<file path="src/rtl/sram_1p_access_ctrl_if.sv">
// Requester-side bus of the single-port SRAM access controller:
// write request channel, read request channel and read response channel.
interface sram_1p_access_ctrl_if #(
  parameter int ADDR_W = 7,
  parameter int DATA_W = 152
);
  // write request channel
  logic              w_valid;
  logic              w_ready;
  logic [ADDR_W-1:0] w_addr;
  logic [DATA_W-1:0] w_data;
  logic [DATA_W-1:0] w_mask;

  // read request channel
  logic              r_req_valid;
  logic              r_req_ready;
  logic [ADDR_W-1:0] r_req_addr;

  // read response channel
  logic              r_resp_valid;
  logic              r_resp_ready;
  logic [DATA_W-1:0] r_resp_data;

  // pipeline logic issuing requests and consuming responses
  modport master (
    output w_valid, w_addr, w_data, w_mask,
    input  w_ready,
    output r_req_valid, r_req_addr,
    input  r_req_ready,
    input  r_resp_valid, r_resp_data,
    output r_resp_ready
  );

  // the access controller
  modport slave (
    input  w_valid, w_addr, w_data, w_mask,
    output w_ready,
    input  r_req_valid, r_req_addr,
    output r_req_ready,
    output r_resp_valid, r_resp_data,
    input  r_resp_ready
  );
endinterface

</file>
<file path="src/rtl/sram_1p_access_ctrl.sv">
// Requester-side controller for a single-port SRAM macro with 1-cycle read
// latency. Zero-fills the array after reset, then arbitrates independent
// write and read streams onto the one RW port, returning read data through
// a valid/ready channel backed by a single-entry hold register.
module sram_1p_access_ctrl #(
  parameter int ADDR_W = 7,
  parameter int DEPTH  = 128,
  parameter int DATA_W = 152
) (
  input  logic              clock,
  input  logic              reset_n,
  sram_1p_access_ctrl_if.slave req,
  output logic              init_done,
  output logic [ADDR_W-1:0] sram_addr,
  output logic              sram_en,
  output logic              sram_wmode,
  output logic [DATA_W-1:0] sram_wmask,
  output logic [DATA_W-1:0] sram_wdata,
  input  logic [DATA_W-1:0] sram_rdata
);

  typedef enum logic [1:0] {
    ST_BOOT = 2'd0,
    ST_INIT = 2'd1,
    ST_RUN  = 2'd2
  } ctrl_state_e;

  typedef enum logic [1:0] {
    RS_EMPTY = 2'd0,
    RS_PASS  = 2'd1,
    RS_HELD  = 2'd2
  } resp_state_e;

  localparam logic [ADDR_W-1:0] LAST_ADDR   = ADDR_W'(DEPTH - 1);
  localparam logic              GRANT_READ  = 1'b0;
  localparam logic              GRANT_WRITE = 1'b1;

  ctrl_state_e       state_q;
  logic [ADDR_W-1:0] init_ptr_q;
  logic              init_done_q;

  resp_state_e       resp_q;
  resp_state_e       resp_d;
  logic [DATA_W-1:0] hold_q;
  logic [DATA_W-1:0] hold_d;
  logic              last_grant_q;
  logic              last_grant_d;

  logic              run_s;
  logic              resp_taken_s;
  logic              read_ok_s;
  logic              conflict_s;
  logic              grant_w_s;
  logic              grant_r_s;

  // Control FSM: BOOT for one cycle, INIT sweeps every address, RUN forever.
  always_ff @(posedge clock or negedge reset_n) begin
    if (!reset_n) begin
      state_q     <= ST_BOOT;
      init_ptr_q  <= {ADDR_W{1'b0}};
      init_done_q <= 1'b0;
    end else begin
      case (state_q)
        ST_BOOT: begin
          state_q     <= ST_INIT;
          init_ptr_q  <= {ADDR_W{1'b0}};
          init_done_q <= 1'b0;
        end
        ST_INIT: begin
          init_ptr_q <= init_ptr_q + {{(ADDR_W-1){1'b0}}, 1'b1};
          if (init_ptr_q == LAST_ADDR) begin
            state_q     <= ST_RUN;
            init_done_q <= 1'b1;
          end else begin
            state_q     <= ST_INIT;
            init_done_q <= 1'b0;
          end
        end
        ST_RUN: begin
          state_q     <= ST_RUN;
          init_done_q <= 1'b1;
        end
        default: begin
          state_q     <= ST_BOOT;
          init_ptr_q  <= {ADDR_W{1'b0}};
          init_done_q <= 1'b0;
        end
      endcase
    end
  end

  // Arbitration: a read is eligible only when the response slot frees up
  // this cycle; true conflicts alternate, starting with the write.
  always_comb begin
    run_s        = (state_q == ST_RUN);
    resp_taken_s = (resp_q != RS_EMPTY) & req.r_resp_ready;
    read_ok_s    = run_s & ((resp_q == RS_EMPTY) | resp_taken_s);
    conflict_s   = req.w_valid & req.r_req_valid & read_ok_s;
    if (conflict_s) begin
      grant_w_s    = (last_grant_q == GRANT_READ);
      grant_r_s    = (last_grant_q == GRANT_WRITE);
      last_grant_d = (last_grant_q == GRANT_READ) ? GRANT_WRITE : GRANT_READ;
    end else begin
      grant_w_s    = run_s & req.w_valid;
      grant_r_s    = read_ok_s & req.r_req_valid;
      last_grant_d = last_grant_q;
    end
  end

  assign req.w_ready     = grant_w_s;
  assign req.r_req_ready = grant_r_s;

  // SRAM port drive: init zero-fill, the granted request, or idle zeros.
  always_comb begin
    sram_en    = 1'b0;
    sram_wmode = 1'b0;
    sram_addr  = {ADDR_W{1'b0}};
    sram_wmask = {DATA_W{1'b0}};
    sram_wdata = {DATA_W{1'b0}};
    case (state_q)
      ST_INIT: begin
        sram_en    = 1'b1;
        sram_wmode = 1'b1;
        sram_addr  = init_ptr_q;
        sram_wmask = {DATA_W{1'b1}};
        sram_wdata = {DATA_W{1'b0}};
      end
      ST_RUN: begin
        if (grant_w_s) begin
          sram_en    = 1'b1;
          sram_wmode = 1'b1;
          sram_addr  = req.w_addr;
          sram_wmask = req.w_mask;
          sram_wdata = req.w_data;
        end else if (grant_r_s) begin
          sram_en    = 1'b1;
          sram_wmode = 1'b0;
          sram_addr  = req.r_req_addr;
        end else begin
          sram_en    = 1'b0;
        end
      end
      ST_BOOT: begin
        sram_en = 1'b0;
      end
      default: begin
        sram_en = 1'b0;
      end
    endcase
  end

  // Response slot next state: a fresh read always lands in PASS; an untaken
  // PASS snapshots the macro output so later writes cannot disturb it.
  always_comb begin
    resp_d = resp_q;
    hold_d = hold_q;
    if (grant_r_s) begin
      resp_d = RS_PASS;
    end else begin
      case (resp_q)
        RS_PASS: begin
          if (resp_taken_s) begin
            resp_d = RS_EMPTY;
          end else begin
            resp_d = RS_HELD;
            hold_d = sram_rdata;
          end
        end
        RS_HELD: begin
          if (resp_taken_s) begin
            resp_d = RS_EMPTY;
          end else begin
            resp_d = RS_HELD;
          end
        end
        RS_EMPTY: begin
          resp_d = RS_EMPTY;
        end
        default: begin
          resp_d = RS_EMPTY;
        end
      endcase
    end
  end

  // Response slot, hold register and arbitration history.
  always_ff @(posedge clock or negedge reset_n) begin
    if (!reset_n) begin
      resp_q       <= RS_EMPTY;
      hold_q       <= {DATA_W{1'b0}};
      last_grant_q <= GRANT_READ;
    end else begin
      resp_q       <= resp_d;
      hold_q       <= hold_d;
      last_grant_q <= last_grant_d;
    end
  end

  assign req.r_resp_valid = (resp_q != RS_EMPTY);
  assign req.r_resp_data  = (resp_q == RS_PASS) ? sram_rdata : hold_q;
  assign init_done        = init_done_q;

endmodule

</file>
<file path="src/flat_wrapper.sv">
// flat-port wrapper written by rule: the top's interface ports become plain ports
module sram_1p_access_ctrl_flat 
#(
  parameter int ADDR_W = 7,
  parameter int DEPTH  = 128,
  parameter int DATA_W = 152
)
  (clock, reset_n, init_done, sram_addr, sram_en, sram_wmode, sram_wmask, sram_wdata, sram_rdata, req_w_valid, req_w_addr, req_w_data, req_w_mask, req_w_ready, req_r_req_valid, req_r_req_addr, req_r_req_ready, req_r_resp_valid, req_r_resp_data, req_r_resp_ready);
  sram_1p_access_ctrl_if #(.ADDR_W(ADDR_W), .DATA_W(DATA_W)) req_i ();
  input  logic clock;
  input  logic reset_n;
  output logic init_done;
  output logic [ADDR_W-1:0] sram_addr;
  output logic sram_en;
  output logic sram_wmode;
  output logic [DATA_W-1:0] sram_wmask;
  output logic [DATA_W-1:0] sram_wdata;
  input  logic [DATA_W-1:0] sram_rdata;
  input wire logic [$bits(req_i.w_valid)-1:0] req_w_valid;
  input wire logic [$bits(req_i.w_addr)-1:0] req_w_addr;
  input wire logic [$bits(req_i.w_data)-1:0] req_w_data;
  input wire logic [$bits(req_i.w_mask)-1:0] req_w_mask;
  output wire logic [$bits(req_i.w_ready)-1:0] req_w_ready;
  input wire logic [$bits(req_i.r_req_valid)-1:0] req_r_req_valid;
  input wire logic [$bits(req_i.r_req_addr)-1:0] req_r_req_addr;
  output wire logic [$bits(req_i.r_req_ready)-1:0] req_r_req_ready;
  output wire logic [$bits(req_i.r_resp_valid)-1:0] req_r_resp_valid;
  output wire logic [$bits(req_i.r_resp_data)-1:0] req_r_resp_data;
  input wire logic [$bits(req_i.r_resp_ready)-1:0] req_r_resp_ready;
  assign req_i.w_valid = req_w_valid;
  assign req_i.w_addr = req_w_addr;
  assign req_i.w_data = req_w_data;
  assign req_i.w_mask = req_w_mask;
  assign req_w_ready = req_i.w_ready;
  assign req_i.r_req_valid = req_r_req_valid;
  assign req_i.r_req_addr = req_r_req_addr;
  assign req_r_req_ready = req_i.r_req_ready;
  assign req_r_resp_valid = req_i.r_resp_valid;
  assign req_r_resp_data = req_i.r_resp_data;
  assign req_i.r_resp_ready = req_r_resp_ready;
  sram_1p_access_ctrl #(.ADDR_W(ADDR_W), .DEPTH(DEPTH), .DATA_W(DATA_W)) u_core (.clock(clock), .reset_n(reset_n), .req(req_i), .init_done(init_done), .sram_addr(sram_addr), .sram_en(sram_en), .sram_wmode(sram_wmode), .sram_wmask(sram_wmask), .sram_wdata(sram_wdata), .sram_rdata(sram_rdata));
endmodule
</file>
<file path="config.mk">
export PLATFORM = sky130hd
export DESIGN_NAME = sram_1p_access_ctrl_flat
export DESIGN_NICKNAME = d
export VERILOG_FILES = /design/src/rtl/sram_1p_access_ctrl_if.sv /design/src/rtl/sram_1p_access_ctrl.sv /design/src/flat_wrapper.sv
export SDC_FILE = /design/constraint.sdc
export NUM_CORES = 1
export LEC_CHECK = 0
export CORE_AREA = 2 2 364 366
export CTS_BUF_LIST = sky130_fd_sc_hd__clkbuf_8 sky130_fd_sc_hd__clkbuf_16
export DETAILED_ROUTE_END_ITERATION = 16
export DIE_AREA = 0 0 366 368
export GPL_TIMING_DRIVEN = 0
export PLACE_DENSITY = 0.3
export RECOVER_POWER = 100
export SLEW_MARGIN = 20
export SYNTH_ARGS = -nofsm -noshare
export SYNTH_HDL_FRONTEND = slang
export SYNTH_SLANG_ARGS = --single-unit
export TNS_END_PERCENT = 1
</file>
<file path="constraint.sdc">
create_clock -name clock -period 2.5 [get_ports clock]
set_clock_uncertainty 0.05 [all_clocks]
set_input_delay 0.25 -clock clock [delete_from_list [all_inputs] [get_ports clock]]
set_output_delay 0.25 -clock clock [all_outputs]
set_load 0.01 [all_outputs]
</file>
* After elaboration in Yosys (flattened, before gate mapping)
Index checks and enable logic that the tools add are counted.
** Word-level totals
- Output and inout bits :: 469
- Register bits after elaboration :: 165
- Input port bits :: 475
** Cells by class
- Add/sub/neg operators :: 1
- Equality and inequality tests :: 5
- Reduce and logical (&&, ||, !) cells :: 5
- Bitwise logic cells :: 10
- Multiplexer cells :: 24
** Operators with widths (count)
- two-way mux 152 bit :: 4
- one-hot mux 152 bit (2 select lines) :: 1
- one-hot mux 7 bit (2 select lines) :: 2
- two-way mux 7 bit :: 2
- two-way mux 2 bit :: 4
- adder 7 x 1 -> 7 bit, second input constant :: 1
- equality test 7 bit, second input constant :: 1
- two-way mux 1 bit :: 7
- AND 1 bit :: 6
- one-hot mux 1 bit (2 select lines) :: 3
- one-hot mux 2 bit (3 select lines) :: 1
- equality test 2 x 1 -> 1 bit, second input constant :: 2
- equality test 2 bit, second input constant :: 2
- logical NOT 2 bit :: 2
- inverter 1 bit :: 3
- AND reduction 3 bit :: 1
- nonzero test 2 bit :: 1
- OR reduction 2 bit :: 1
- bitwise OR 1 bit :: 1

* Logic depth before layout (Yosys ltp)
- Depth after elaboration :: 9
- Gate-level depth with buffers :: 9
- Mapped depth without buffers :: 5

* Least setup slack after synthesis
OpenSTA, ideal clock, no wires.
- Path kind :: register -> output
- Start :: register u_core.resp_q[0]
- End :: output port sram_wmask[100]
- Stages on the path, launching flop included :: 9
- Setup slack :: 0.516 ns
- Data required time :: 2.200 ns
- Data arrival time :: 1.684 ns
- Cells stage by stage :: dfrtp_1 inv_1 ha_1 o211ai_2 and3_1 buf_2 buf_4 buf_4 a21o_1
** Between the ends
- Word-level cells in the longest chain between the ends :: 8
- Elaborated cells on any way between the ends :: 9
** RTL lines
- start, declared :: RTL line sram_1p_access_ctrl.sv:42 : resp_state_e resp_q;
- start signal, assigned :: RTL line sram_1p_access_ctrl.sv:193 : resp_q <= resp_d;
- nonzero test 2 bit :: RTL line sram_1p_access_ctrl.sv:96 : resp_taken_s = (resp_q != RS_EMPTY) & req.r_resp_ready;
- AND 1 bit :: RTL line sram_1p_access_ctrl.sv:96
- bitwise OR 1 bit (*) :: RTL line sram_1p_access_ctrl.sv:97 : read_ok_s = run_s & ((resp_q == RS_EMPTY) | resp_taken_s);
- AND 1 bit (*) :: RTL line sram_1p_access_ctrl.sv:97
- AND 1 bit (*) :: RTL line sram_1p_access_ctrl.sv:98 : conflict_s = req.w_valid & req.r_req_valid & read_ok_s;
- two-way mux 1 bit (*) :: RTL line sram_1p_access_ctrl.sv:99 : if (conflict_s) begin
- two-way mux 152 bit (*) :: RTL line sram_1p_access_ctrl.sv:129 : if (grant_w_s) begin
- one-hot mux 152 bit (2 select lines) (*) :: RTL line sram_1p_access_ctrl.sv:120 : case (state_q)
- end, declared :: RTL line flat_wrapper.sv:16 : output logic [DATA_W-1:0] sram_wmask;
Mark *: on every way between the ends. The rest lies on a longest branch, timed or not.

* Worst setup path in the final report
- Start :: register u_core.state_q[0]
- End :: output port sram_wmask[97]
** Between the ends
- Word-level cells in the longest chain between the ends :: 6
- Elaborated cells on any way between the ends :: 8
** RTL lines
- start, declared :: RTL line sram_1p_access_ctrl.sv:38 : ctrl_state_e state_q;
- start signal, assigned :: RTL line sram_1p_access_ctrl.sv:59 : state_q <= ST_BOOT;
- start signal, assigned :: RTL line sram_1p_access_ctrl.sv:65 : state_q <= ST_INIT;
- start signal, assigned :: RTL line sram_1p_access_ctrl.sv:72 : state_q <= ST_RUN;
- equality test 2 bit :: RTL line sram_1p_access_ctrl.sv:95, sram_1p_access_ctrl.sv:120
- AND 1 bit :: RTL line sram_1p_access_ctrl.sv:97
- AND 1 bit :: RTL line sram_1p_access_ctrl.sv:98
- two-way mux 1 bit :: RTL line sram_1p_access_ctrl.sv:99
- two-way mux 152 bit :: RTL line sram_1p_access_ctrl.sv:129
- one-hot mux 152 bit (2 select lines) (*) :: RTL line sram_1p_access_ctrl.sv:120
Marks and branches as above.

==> metrics.csv <==
metric,value,unit
syn_nets,1779,
Fin. Hold Viols,0,
initial cell density of the core,8.18,%
Antenna Nets Post-Route,0,
outcome,"finished, violations left",
Placed Area,0.0224,mm^2
Synth cell types,37,
nets@finish,2769,
final slew viol count,0,
Post-synth EDFFs,0,
via density per instance,3.52,
clock sinks,165,
Worst Path Max Fanout,10,
routed wire length per instance,32.7,um
largest net degree at the start of global routing,75,
"Async S/R FF share, synth",100,%
#FFs+latches synth,165,
"Top FF cell, synth",dfrtp_1,
min-delay worst type,input port to flop,
core area,0.131,mm^2
XOR/XNOR Fraction of Synth Area,0.164,%
H-tree Lvls,4,
initial antenna violation count,62,
"Arr. time, crit path",2.49,ns
"top cells by count, synth","dfrtp_1 (165), and3_1 (160), inv_1 (160), nand2_1 (160), o21ai_0 (158)",
"top cells by area, synth","dfrtp_1 (39%), o2bb2ai_1 (12%), a21o_1 (11%), and3_1 (9.4%), o21ai_0 (7.4%)",
Layout area overhead,130,%
"slowest stage delay, CP",0.39,ns
main combinational cell family by area after synthesis,compound AO/OA/AOI/OAI gates,
Fmax achieved,359,MHz
fin crit share,111,%
max_slew headroom,4.55,%
most frequent CP cell,buf_12,
Crit-path slowest cell,dfrtp_1,
Leakage,12.7,nW
Peak VDD IR,0.591,mV
mux cell area share after synthesis,0.105,%
Crit path required time,2.20,ns
Tot Pwr,6.34,mW
clk slew on worst S/H paths,0.07,ns
Worst Reg-to-Reg Cells,7,
Register-to-Register Setup Slack,-0.15,ns
worst reg2reg path startpoint,u_core.state_q[0]$_DFF_PN0_,
Mapped Cells,1297,
Initial DRT Pass Iterations,5,
Finished Cell Area,0.0246,mm^2
synth warn,0,
"Setup violations, final",445,
clk_lat worst skew,0.51,ns
PD cells,258,mW/mm^2
CP Launch Point,u_core.state_q[0]$_DFF_PN0_,
CP startpoint kind,flop,
vias in the first global route,14985,
Rows,133,
Num CTS Buffers,17,
r2r endpoint,u_core.hold_q[121]$_DFFE_PN0P_,
RSZ-0062 raised after global routing,yes,
top-count cell post-synth,dfrtp_1,
clock period minus worst slack,2.79,ns
Synth Area per Inst,8.25,um^2
"critical path, cell by cell","inv_2, ha_4, and2_4, and3_4, buf_12, buf_12, buf_8, buf_12, a21o_4, clkbuf_2",
# DRC,0,
failing checks,setup timing,
DPL Wire Length,120,mm
chip height,368,um
Die Wd,366,um
area share of the largest cell type after synthesis,38.6,%
sequential area share after synthesis,38.6,%
post-synthesis adder-cell area fraction,0.819,%
CP endpoint,sram_wmask[97],
worst-margin pin slew,1.43,ns
GP Congestion,1.03,
setup ws final,-0.286,ns
Critical Path End Type,primary output,
simple-gate share of the synthesized area,16.3,%
first-pass GRT wire length,168,mm
area of the die,0.135,mm^2
dominant cell type by area after synthesis,dfrtp_1,
DR vias,14335,
Ports,944,
Congestion Overflow GR,0,
Total GRT Usage,19.2,%
Iter 0 DRT Violations,692,
Port Buf Inserts,943,
"Cell Area, Synth",0.0107,mm^2
max-cap violations,0,
Bufs on Longest Clock Path,2,
Routed WL,133,mm
WS Path Type,flop to primary output,
CTS tree,built,
Compound-Gate Fraction of Synth Area,32.2,%
layout cell share with drive strength beyond 1,24.9,%
root buf cell,clkbuf_16,
## flip-flops by register name (all words and copies together), names as in the netlist
register	cells
u_core.init_done	1
u_core.init_ptr_q	7
u_core.resp_q	2
u_core.state_q	2
u_core.hold_q	152
u_core.last_grant_q	1
## metrics by stage
stage          setup TNS (ns)  hold slack [ns]  worst slack, ns  std cells  utilization, %
3_5_place_dp          -520.56            0.134            -1.78       4002            17.2
4_1_cts               -198.11            0.150           -0.669       4052            18.4
5_1_grt               -124.34            0.230           -0.373       4056            18.8
2_1_floorplan               0          -0.0956            0.516       1297               -
3_3_place_gp         -1738.83            0.421            -7.27       3995            17.1
6_report               -52.12            0.243           -0.286       4069            18.8
## repair_timing
item                                     CTS  global route
resized for setup                       1004           959
hold buffers                               1             0
setup buffers                             16             7
gates cloned                               2             0
endpoints found under the hold margin     91             0
endpoints found under the setup margin   619           617
pin swaps                                 16            46
## report_power, final
group	leakage, nW	switching, mW	internal, mW
registers	2.29	0.000740	2.67
logic	10.1	0.335	0.677
clock network	0.272	1.36	1.30
total	12.7	1.69	4.65
## per-layer routing
layer | wire (um) | track usage (%) | part of all wire, % | vias up
met5 | 208 | 0 | 0.16 | -
met4 | 3300 | 4.06 | 2.5 | 30
met3 | 7750 | 4.96 | 5.8 | 158
met2 | 66300 | 34.0 | 50 | 626
met1 | 55500 | 23.1 | 42 | 7034
li1 | - | - | - | 6487
## layout make-up
type | count | area (um^2)
fillers | 14777 | 106000
inverters | 161 | 604
plain buffers | 132 | 1360
well taps | 1755 | 2200
diodes | 15 | 37.5
clock buffers | 18 | 439
repair buffers | 976 | 9570
clock inverters | 13 | 101
flip-flops and latches | 165 | 4130
multi-input cells | 834 | 6160
## cells by family after synthesis
logic type,count (synthesis)
multiplexers,1
AND/OR/NAND/NOR,345
buffers and inverters,298
AO/OA/AOI/OAI,479
flip-flops,165
XOR/XNOR,2
adder cells (fa/ha/maj),7
## placed cells by master, fill, tap and decap left out, types with 3 or more instances in the layout
cell type	synthesis	routed
o21ai_2	0	5
nand3_1	3	3
clkbuf_4	0	22
dlymetal6s2s_1	0	171
o21ai_0	158	110
buf_16	0	4
a21o_1	152	100
a21o_4	0	52
nand2_4	0	4
ha_4	0	5
a221o_1	7	7
and3_4	0	30
buf_6	1	94
nor2_1	8	8
o21ai_1	0	32
buf_8	0	14
buf_4	28	78
o2bb2ai_1	152	152
clkbuf_1	79	9
buf_2	24	55
clkdlybuf4s15_2	0	5
diode_2	0	15
nand2_2	0	7
clkbuf_8	0	19
inv_6	0	4
clkbuf_2	0	104
inv_2	1	4
inv_1	160	160
clkdlybuf4s15_1	0	16
dlygate4sd3_1	0	3
a21oi_1	3	3
o21ai_4	0	11
clkdlybuf4s50_1	0	474
dfrtp_1	165	164
buf_12	0	12
dlygate4sd2_1	0	21
clkbuf_16	0	23
nand2_1	160	147
and3_1	160	128
## critical path, delay by kind of cell (launching register included)
kind / cells / cell delay (ns)
AOI/OAI and AO/OA: 1 / 0.25
adders and majority gates: 1 / 0.18
buffers and inverters: 6 / 0.79
DFF: 1 / 0.39
and+or+nand+nor: 2 / 0.34
## how the worst min path moves through the flow
| stage | endpoint | cells past startpoint | from |
|---|---|---|---|
| 2_1_floorplan | u_core.hold_q[0]$_DFFE_PN0P_ | 0 | reset_n |
| 3_5_place_dp | u_core.hold_q[89]$_DFFE_PN0P_ | 1 | reset_n |
| 4_1_cts | u_core.hold_q[90]$_DFFE_PN0P_ | 2 | reset_n |
| 3_3_place_gp | u_core.hold_q[49]$_DFFE_PN0P_ | 1 | u_core.hold_q[49]$_DFFE_PN0P_ |
| 6_report | u_core.hold_q[118]$_DFFE_PN0P_ | 3 | sram_rdata[118] |
| 5_1_grt | u_core.hold_q[149]$_DFFE_PN0P_ | 3 | sram_rdata[149] |
Power figures use the tool's default switching activity.
